<file path="src/rtl/vdp1_pkg.sv">
// Shared constants and FSM state type for the VDP1 framebuffer erase block.
package vdp1_pkg;

  localparam int unsigned FB_W_DEF = 352;
  localparam int unsigned FB_H_DEF = 256;
  localparam int unsigned FB_AW    = 17;

  typedef enum logic [1:0] {
    IDLE,
    SETUP,
    ERASE,
    DONE
  } erase_state_t;

endpackage

</file>
<file path="src/rtl/vdp1_erase_addr_gen.sv">
// Rectangle walker for the erase sequencer: x/y counters, row_base accumulator,
// clipped bounds, last-word and empty-rectangle flags.
module vdp1_erase_addr_gen
  import vdp1_pkg::*;
#(
  parameter int unsigned FB_W = FB_W_DEF,
  parameter int unsigned FB_H = FB_H_DEF,
  parameter int unsigned AW   = FB_AW
) (
  input  logic          clock,
  input  logic          reset,
  input  logic          load,
  input  logic          advance,
  input  logic [5:0]    x1,
  input  logic [5:0]    x2,
  input  logic [8:0]    y1,
  input  logic [8:0]    y2,
  output logic [AW-1:0] addr,
  output logic          last,
  output logic          empty
);

  localparam logic [9:0] XMAX = 10'(FB_W - 1);
  localparam logic [8:0] YMAX = 9'(FB_H - 1);

  // Constant multiply by FB_W expanded into one shifted add per set bit of FB_W.
  function automatic logic [AW-1:0] times_fb_w(input logic [8:0] y);
    logic [AW-1:0] acc;
    logic [AW-1:0] yy;
    acc = '0;
    yy  = AW'(y);
    for (int i = 0; i < 32; i++) begin
      if (FB_W[i]) acc = acc + (yy << i);
    end
    return acc;
  endfunction

  logic [9:0]    xs_c, xe_raw, xe_c;
  logic [8:0]    ye_c;
  logic [9:0]    x_q, xs_q, xe_q;
  logic [8:0]    y_q, ye_q;
  logic [AW-1:0] row_q;

  always_comb begin
    xs_c   = {1'b0, x1, 3'b000};
    xe_raw = {1'b0, x2, 3'b111};
    xe_c   = (xe_raw > XMAX) ? XMAX : xe_raw;
    ye_c   = (y2 > YMAX) ? YMAX : y2;
    empty  = (x1 > x2) || (y1 > y2) || (xs_c > XMAX) || (y1 > YMAX);
    addr   = row_q + AW'(x_q);
    last   = (x_q == xe_q) && (y_q == ye_q);
  end

  always_ff @(posedge clock) begin
    if (reset) begin
      x_q   <= '0;
      y_q   <= '0;
      xs_q  <= '0;
      xe_q  <= '0;
      ye_q  <= '0;
      row_q <= '0;
    end else if (load) begin
      x_q   <= xs_c;
      y_q   <= y1;
      xs_q  <= xs_c;
      xe_q  <= xe_c;
      ye_q  <= ye_c;
      row_q <= times_fb_w(y1);
    end else if (advance) begin
      if (x_q == xe_q) begin
        x_q   <= xs_q;
        y_q   <= y_q + 9'd1;
        row_q <= row_q + AW'(FB_W);
      end else begin
        x_q <= x_q + 10'd1;
      end
    end
  end

endmodule

</file>
<file path="src/rtl/vdp1_fb_erase.sv">
// Framebuffer erase sequencer: fills an inclusive rectangle with one colour, one word
// per granted cycle. Define VDP1_ERASE_ABORT_EN to add the abort input.
module vdp1_fb_erase
  import vdp1_pkg::*;
#(
  parameter int unsigned FB_W = FB_W_DEF,
  parameter int unsigned FB_H = FB_H_DEF,
  parameter int unsigned AW   = FB_AW
) (
  input  logic          clock,
  input  logic          reset,
  input  logic          start,
  input  logic [15:0]   erase_color,
  input  logic [5:0]    x1,
  input  logic [5:0]    x2,
  input  logic [8:0]    y1,
  input  logic [8:0]    y2,
  input  logic          stall,
`ifdef VDP1_ERASE_ABORT_EN
  input  logic          abort,
`endif
  output logic [AW-1:0] fb_addr,
  output logic [15:0]   fb_data,
  output logic [1:0]    fb_wren,
  output logic          busy,
  output logic          done
);

  erase_state_t  state;
  logic [15:0]   color_q;
  logic [5:0]    x1_q, x2_q;
  logic [8:0]    y1_q, y2_q;
  logic          load, advance, kill;
  logic [AW-1:0] gen_addr;
  logic          gen_last, gen_empty;

`ifdef VDP1_ERASE_ABORT_EN
  assign kill = abort;
`else
  assign kill = 1'b0;
`endif

  assign load    = (state == SETUP);
  assign advance = (state == ERASE) && !stall && !kill;

  vdp1_erase_addr_gen #(
    .FB_W (FB_W),
    .FB_H (FB_H),
    .AW   (AW)
  ) u_addr_gen (
    .clock   (clock),
    .reset   (reset),
    .load    (load),
    .advance (advance),
    .x1      (x1_q),
    .x2      (x2_q),
    .y1      (y1_q),
    .y2      (y2_q),
    .addr    (gen_addr),
    .last    (gen_last),
    .empty   (gen_empty)
  );

  always_ff @(posedge clock) begin
    if (reset) begin
      state   <= IDLE;
      fb_addr <= '0;
      fb_data <= '0;
      fb_wren <= 2'b00;
      busy    <= 1'b0;
      done    <= 1'b0;
      color_q <= '0;
      x1_q    <= '0;
      x2_q    <= '0;
      y1_q    <= '0;
      y2_q    <= '0;
    end else begin
      fb_wren <= 2'b00;
      done    <= 1'b0;
      unique case (state)
        IDLE: begin
          if (start) begin
            color_q <= erase_color;
            x1_q    <= x1;
            x2_q    <= x2;
            y1_q    <= y1;
            y2_q    <= y2;
            busy    <= 1'b1;
            state   <= SETUP;
          end
        end
        SETUP: begin
          if (kill || gen_empty) state <= DONE;
          else                   state <= ERASE;
        end
        ERASE: begin
          // Abort wins over both stall and a write pending this cycle.
          if (kill) begin
            state <= DONE;
          end else if (!stall) begin
            fb_addr <= gen_addr;
            fb_data <= color_q;
            fb_wren <= 2'b11;
            if (gen_last) state <= DONE;
          end
        end
        DONE: begin
          done  <= 1'b1;
          busy  <= 1'b0;
          state <= IDLE;
        end
        default: state <= IDLE;
      endcase
    end
  end

endmodule

</file>
<file path="config.mk">
export PLATFORM = sky130hd
export DESIGN_NAME = vdp1_fb_erase
export DESIGN_NICKNAME = d
export VERILOG_FILES = /design/src/rtl/vdp1_pkg.sv /design/src/rtl/vdp1_erase_addr_gen.sv /design/src/rtl/vdp1_fb_erase.sv
export SDC_FILE = /design/constraint.sdc
export NUM_CORES = 1
export LEC_CHECK = 0
export BUFFER_PORTS_ARGS = -buffer_cell sky130_fd_sc_hd__buf_4
export CAP_MARGIN = 15
export CORE_ASPECT_RATIO = 1.2
export CORE_MARGIN = 4
export CORE_UTILIZATION = 35
export CTS_CLUSTER_SIZE = 10
export DETAILED_ROUTE_END_ITERATION = 10
export GPL_TIMING_DRIVEN = 0
export SLEW_MARGIN = 10
export SYNTH_ARGS = -nofsm -noshare
export SYNTH_HDL_FRONTEND = slang
export SYNTH_SLANG_ARGS = --single-unit
</file>
<file path="constraint.sdc">
create_clock -name clock -period 4.3 [get_ports clock]
set_input_delay 0.43 -clock clock [delete_from_list [all_inputs] [get_ports clock]]
set_output_delay 0.43 -clock clock [all_outputs]
set_load 0.05 [all_outputs]
</file>
==> results.py, run 1 <==
metrics = {
    "grt": {
        "overflow": 0,
        "grt_pass1_wl_mm": 30.4,
        "antenna_found_initial": 0,
        "grt_max_degree": 17,
        "grt_pass1_vias": 5925,
        "grt_usage_pct": 17.5,
    },
    "cts": {
        "clock_sinks": 137,
        "hold_buffers": 0,
        "cts_resized": 0,
        "h-tree-depth": 4,
        "ctsLongestPathBuffers": 2,
        "cts_made_buffers": 17,
        "cts_tree": "yes",
        "cts_setup_buffers": 0,
        "clk_pin_slew_worst_paths_ns": 0.06,
        "clk_latency_ns": 0.42,
        "root_buffer": "clkbuf_16",
    },
    "floorplan": {
        "chipHeight_um": 162,
        "fp.dieW_um": 136,
        "die-area_um2": 22000,
        "rows": 55,
        "ios": 87,
        "coreArea_um2": 19100,
        "initial_core_util_pct": 36.1,
    },
    "pwr": {
        "p_seq_share_pct": 35.4,
        "power.density_nw_per_um2": 581,
        "worst_ir_drop_vdd_uv": 345,
        "internal_power_w": 0.00302,
        "sw_frac_of_total_pct": 38.4,
        "clkPwrFrac_pct": 30.1,
        "p_switching_w": 0.00188,
        "pwr-share-comb_pct": 34.5,
        "p_leak_nw": 3.41,
    },
    "timing": {
        "tightest_slew_ns": 0.789,
        "finalSetupTns_ns": 0,
        "max_freq_ghz": 0.266,
        "relSlewSlack_pct": 47.1,
        "setup_viol": 0,
        "fin_crit_sh_pct": 87.5,
        "fin_skew_ns": 0.00508,
        "finalMaxSlewViolations": 0,
        "fin_ws_ns": 0.539,
        "rsz0062_at_grt": "false",
        "hold_viol": 0,
        "period_needed_ns": 3.76,
    },
    "final_layout": {
        "final_nets": 1056,
        "stdcell_area_um2": 8430,
        "antenna_cells": 0,
        "area_growth_pct": 22.7,
        "fillers": 1988,
        "fin_util_pct": 44.2,
        "drive_gt1_share_pct": 13.1,
    },
    "critical_path": {
        "worstSetupStartpointType": "flip-flop",
        "critPathMaxStageDelay_ns": 0.44,
        "rr_endpoint": "u_addr_gen.row_q[16]",
        "reg2reg_from": "y1_q[1]",
        "path_buf_inv": 0,
        "critPathKind": "flip-flop to flip-flop",
        "worstPathCellList": "ha_1, fa_1, a21o_1, a21oi_1, o21bai_1, a2111oi_0, nor3_1, xnor2_1, ha_1, o21a_1, a21oi_1, mux2_2, a211oi_1",
        "crit_arrival_ns": 4.10,
        "critPathMaxFanout": 8,
        "path_delay_family": "compound AO/OA/AOI/OAI gates",
        "crit_path_end_kind": "flip-flop",
        "crit_slowest_cell": "dfxtp_1",
        "ff2ff_path_depth": 13,
        "reg2reg_setup_slack_ns": 0.54,
        "required_ns": 4.63,
    },
    "drt": {
        "firstDrtPassIters": 6,
        "wl_mm": 19.0,
        "route.detailed.drc": 0,
        "drt_iter0_markers": 320,
        "wl_per_cell_um": 15.5,
        "postRouteAntennaNets": 0,
        "vias_per_cell": 5.01,
        "vias": 6144,
    },
    "yosys": {
        "synth_area_leaders": "dfxtp_1 40%, nand2_1 9.2%, ha_1 8.4%",
        "ys_ff_latch": 137,
        "synth-edff-count": 0,
        "synth_top_flop_cell": "dfxtp_1",
        "synth_cell_type_count": 52,
        "seq_area_frac_synth_pct": 39.9,
        "synth_area_um2": 6870,
        "yosys_warnings": 0,
        "synthArstFlopShare_pct": 0,
        "syn-mean-instance-area_um2": 8.06,
        "synth_top_area_share_pct": 39.9,
        "yosys.area.top_type": "dfxtp_1",
        "syn_nets": 951,
        "syn_inst": 853,
    },
    "place": {
        "dp_hpwl_mm": 14.2,
        "numPortBuffers": 86,
        "gp_congestion": 0.824,
        "dp_slack_ns": 0.512,
        "dpl_cell_area_um2": 7840,
    },
    "job": {
        "drv_cap": 0,
    },
    "hold_path": {
        "holdPathStages": 3,
        "hold_start": "erase_color[2]",
        "hold_end": "color_q[2]",
        "hp-class": "primary input to flip-flop",
    },
    "run_status": {
        "outcome": "completed",
    },
}
-- metal layers --
layer / GRT usage [%] / wire (µm)
met1: 22.3 / 8790
met2: 29.5 / 9260
met3: 3.68 / 666
met4: 5.87 / 329
met5: 0 / 0
-- stage by stage --
stage / hold WS [ns] / cells / power [W]
2_1_floorplan: 0.432 / 853 / 0.00293
3_3_place_gp: 0.439 / 1195 / 0.00342
3_5_place_dp: 0.443 / 1195 / 0.00344
4_1_cts: 0.238 / 1226 / 0.00492
5_1_grt: 0.234 / 1226 / 0.00520
6_report: 0.250 / 1226 / 0.00490
-- how the worst max path moves through the flow --
stage / from / to / depth (start not counted)
after floorplan: y1_q[1] / u_addr_gen.row_q[16] / 13
final: y1_q[1] / u_addr_gen.row_q[16] / 13
after CTS: y1_q[1] / u_addr_gen.row_q[16] / 13
after global placement: y1_q[1] / u_addr_gen.row_q[16] / 13
after detailed placement: y1_q[1] / u_addr_gen.row_q[16] / 13
after global routing: y1_q[1] / u_addr_gen.row_q[16] / 13
-- flip-flops by register name, summed over array words and instances (netlist names), 7 cells and up --
signal,cells
fb_addr,17
y1_q,9
fb_data,16
u_addr_gen.x_q,10
y2_q,9
u_addr_gen.ye_q,9
u_addr_gen.y_q,9
u_addr_gen.row_q,12
u_addr_gen.xe_q,7
color_q,16
-- cell type report --
cell class	instances	area [µm²]	share of cell area, %
Tap cell	256	320	3.80
Inverter	32	120	1.42
Multi-Input combinational cell	636	3820	45.3
Clock inverter	12	140	1.66
Clock buffer	19	453	5.37
Buffer	48	194	2.30
Sequential cell	137	2740	32.5
Timing Repair Buffer	86	646	7.66
-- Yosys cell counts, types with 3 or more instances --
master / n
nand2_1: 169
dfxtp_1: 137
a21oi_1: 101
nor2_1: 74
ha_1: 46
clkbuf_1: 34
inv_1: 30
xor2_1: 27
nor3_1: 26
a211oi_1: 22
o21ai_0: 22
xnor2_1: 22
nand3_1: 13
a21o_1: 12
nand4_1: 11
buf_1: 10
a311oi_1: 9
mux2i_1: 9
nor2b_1: 8
o22ai_1: 6
and2_1: 5
and3_1: 5
nor4_1: 5
o21a_1: 5
a2111oi_0: 4
and4_1: 3
o21bai_1: 3
-- cells in the final DEF (no fill, tap or decap), drive strengths merged, types with 3 or more instances in the layout --
master and instances:
a211oi 22, nor2b 8, o21a 5, nor3 26, nor4 6, clkbuf 53, clkinv 4, clkinvlp 3
and2 5, and3 5, xnor2 22, ha 46, a21o 12, o21bai 3, xor2 27, o22ai 6
dfxtp 137, and4 3, inv 35, a2111oi 4, nand3 13, a311oi 9, buf 100, nand2 169
nor2 74, o21ai 22, mux2i 9, nand4 12, a21oi 101
-- cells by family after synthesis --
kind of cell / count (synthesis) / synth area share, %
mux: 11 / 1.64
flops: 137 / 39.9
simple gates: 327 / 20.8
fa+ha+maj: 48 / 8.96
buf+inv: 80 / 4.57
compound gates: 201 / 17.9
xor+xnor: 49 / 6.24
-- worst register-to-register path, cell delays in order, from the launching register on --
cell	delay, ns
dfxtp_1	0.44
ha_1	0.31
fa_1	0.41
a21o_1	0.19
a21oi_1	0.22
o21bai_1	0.11
a2111oi_0	0.41
nor3_1	0.13
xnor2_1	0.21
ha_1	0.30
o21a_1	0.19
a21oi_1	0.19
mux2_2	0.38
a211oi_1	0.19
-- power groups by stage --
stage          Sequential (W)  Combinational, W  Clock [W]
6_report              0.00173           0.00169    0.00147
4_1_cts               0.00173           0.00170    0.00149
3_5_place_dp          0.00176           0.00168          0
5_1_grt               0.00176           0.00189    0.00154
3_3_place_gp          0.00175           0.00167          0
2_1_floorplan         0.00175           0.00118          0
(Power assumes the default switching activity.)
==> run 2, diff against run 1 <==
Settings changed: CELL_PAD_IN_SITES_DETAIL_PLACEMENT set to 0, CELL_PAD_IN_SITES_GLOBAL_PLACEMENT set to 1, PLACE_DENSITY_LB_ADDON set to 0.1.
==> results.py, run 2 (synthesized netlist as in run 1, its figures left out) <==
metrics = {
    "run_status": {
        "outcome": "completed",
    },
    "drt": {
        "top_layer": "met4",
        "route.detailed.drc": 0,
        "wl_per_cell_um": 16.5,
        "wl_met1_mm": 9.29,
        "drt_iter0_markers": 300,
        "vias": 6178,
        "postRouteAntennaNets": 0,
        "firstDrtPassIters": 5,
        "vias_per_cell": 5.04,
        "wl_mm": 20.3,
        "wl_met3_um": 691,
        "wl_met2_mm": 10.2,
    },
    "critical_path": {
        "critPathKind": "flip-flop to flip-flop",
        "reg2reg_setup_slack_ns": 0.41,
        "path_delay_family": "compound AO/OA/AOI/OAI gates",
        "path_buf_inv": 0,
        "crit_slowest_cell": "dfxtp_1",
        "ff2ff_path_depth": 13,
        "crit_arrival_ns": 4.23,
        "rr_endpoint": "u_addr_gen.row_q[16]",
        "critPathMaxStageDelay_ns": 0.47,
        "crit_cells": 13,
        "reg2reg_from": "y1_q[1]",
        "worstPathCellList": "ha_1, fa_1, a21o_1, a21oi_1, o21bai_1, a2111oi_0, nor3_1, xnor2_1, ha_1, o21a_1, a21oi_1, mux2_2, a211oi_1",
        "worstSetupStartpointType": "flip-flop",
        "crit_path_end_kind": "flip-flop",
        "critPathMaxFanout": 8,
        "required_ns": 4.63,
    },
    "timing": {
        "hold_viol": 0,
        "fin_skew_ns": 0.0101,
        "fin_crit_sh_pct": 90.5,
        "rsz0062_at_grt": "false",
        "relSlewSlack_pct": 46.7,
        "period_needed_ns": 3.89,
        "finalMaxSlewViolations": 0,
        "setup_viol": 0,
        "tightest_slew_ns": 0.795,
        "max_freq_ghz": 0.257,
        "finalSetupTns_ns": 0,
    },
    "cts": {
        "hold_buffers": 0,
        "cts_tree": "yes",
        "ctsLongestPathBuffers": 2,
        "root_buffer": "clkbuf_16",
        "clk_latency_ns": 0.42,
        "clock_sinks": 137,
        "clk_pin_slew_worst_paths_ns": 0.07,
        "cts_setup_buffers": 0,
        "cts_made_buffers": 17,
        "h-tree-depth": 4,
        "cts_resized": 0,
    },
    "final_layout": {
        "largestRegisters": "fb_addr: 17 flops, color_q: 16 flops, fb_data: 16 flops",
        "antenna_cells": 0,
        "fillers": 2023,
        "largest_reg_flops": 17,
        "top_register": "fb_addr",
        "area_growth_pct": 22.7,
        "drive_gt1_share_pct": 13.2,
        "layout_commonest_cell": "nand2_1",
        "stdcell_area_um2": 8430,
        "final_nets": 1056,
        "final_cell_mix": "169 x nand2_1, 137 x dfxtp_1, 101 x a21oi_1",
    },
    "floorplan": {
        "ios": 87,
        "fp.dieW_um": 136,
        "initial_core_util_pct": 36.1,
        "coreArea_um2": 19100,
        "chipHeight_um": 162,
        "die-area_um2": 22000,
        "rows": 55,
    },
    "grt": {
        "grt_max_degree": 17,
        "overflow": 0,
        "grt_pass1_vias": 6163,
        "antenna_found_initial": 0,
        "grt_usage_pct": 19.4,
        "grt_pass1_wl_mm": 33.4,
    },
    "pwr": {
        "worst_ir_drop_vdd_uv": 321,
        "power.density_nw_per_um2": 584,
        "p_leak_nw": 3.40,
    },
    "place": {
        "numPortBuffers": 86,
        "dp_hpwl_mm": 15.3,
        "dpl_cell_area_um2": 7840,
        "gp_congestion": 0.815,
    },
    "job": {
        "drv_cap": 0,
    },
    "hold_path": {
        "hold_start": "erase_color[1]",
        "hold_end": "color_q[1]",
        "holdPathStages": 3,
        "hp-class": "primary input to flip-flop",
    },
}
## run 2: worst reg2reg max path: stages (launching register included)
cell	delay [ns]
dfxtp_1	0.47
ha_1	0.33
fa_1	0.42
a21o_1	0.20
a21oi_1	0.21
o21bai_1	0.12
a2111oi_0	0.45
nor3_1	0.14
xnor2_1	0.21
ha_1	0.30
o21a_1	0.20
a21oi_1	0.17
mux2_2	0.37
a211oi_1	0.21
## run 2: layer usage
layer,vias up,GRT usage [%]
li1,3154,-
met1,2908,25.0
met2,109,33.2
met3,7,3.80
met4,0,4.77
met5,-,0
## run 2: area by class of cell
type	instances	area [µm²]	area share (%)
buffer	48	194	2.30
clock buffer	17	425	5.05
clock inverter	15	166	1.97
inverter	32	120	1.42
multi-input combinational	636	3820	45.3
sequential	137	2740	32.5
tap	256	320	3.80
timing repair buffer	86	646	7.66
## run 2: power by group
group / internal, W / switching [W] / leakage (nW)
logic: 0.000629 / 0.00108 / 2.01
clock network: 0.000865 / 0.000610 / 0.275
registers: 0.00150 / 0.000242 / 1.12
## run 2: worst max-delay path by stage
| stage | start | to | slack [ns] |
|---|---|---|---|
| 6_report | y1_q[1] | u_addr_gen.row_q[16] | 0.41 |
| 5_1_grt | y1_q[1] | u_addr_gen.row_q[16] | 0.11 |
| 4_1_cts | y1_q[1] | u_addr_gen.row_q[16] | 0.41 |
| 3_5_place_dp | y1_q[1] | u_addr_gen.row_q[16] | 0.49 |
| 3_3_place_gp | y1_q[1] | u_addr_gen.row_q[16] | 0.43 |
| 2_1_floorplan | y1_q[1] | u_addr_gen.row_q[16] | 0.96 |
## run 2: stage by stage
stage / hold slack [ns] / util (%) / power (W) / std cells / setup slack (ns)
finish: 0.249 / 44.2 / 0.00493 / 1227 / 0.407
global placement: 0.440 / 41.1 / 0.00349 / 1195 / 0.426
global route: 0.234 / 44.2 / 0.00527 / 1227 / 0.107
floorplan: 0.432 / - / 0.00293 / 853 / 0.955
detailed placement: 0.444 / 41.1 / 0.00349 / 1195 / 0.487
CTS: 0.231 / 44.2 / 0.00498 / 1227 / 0.410
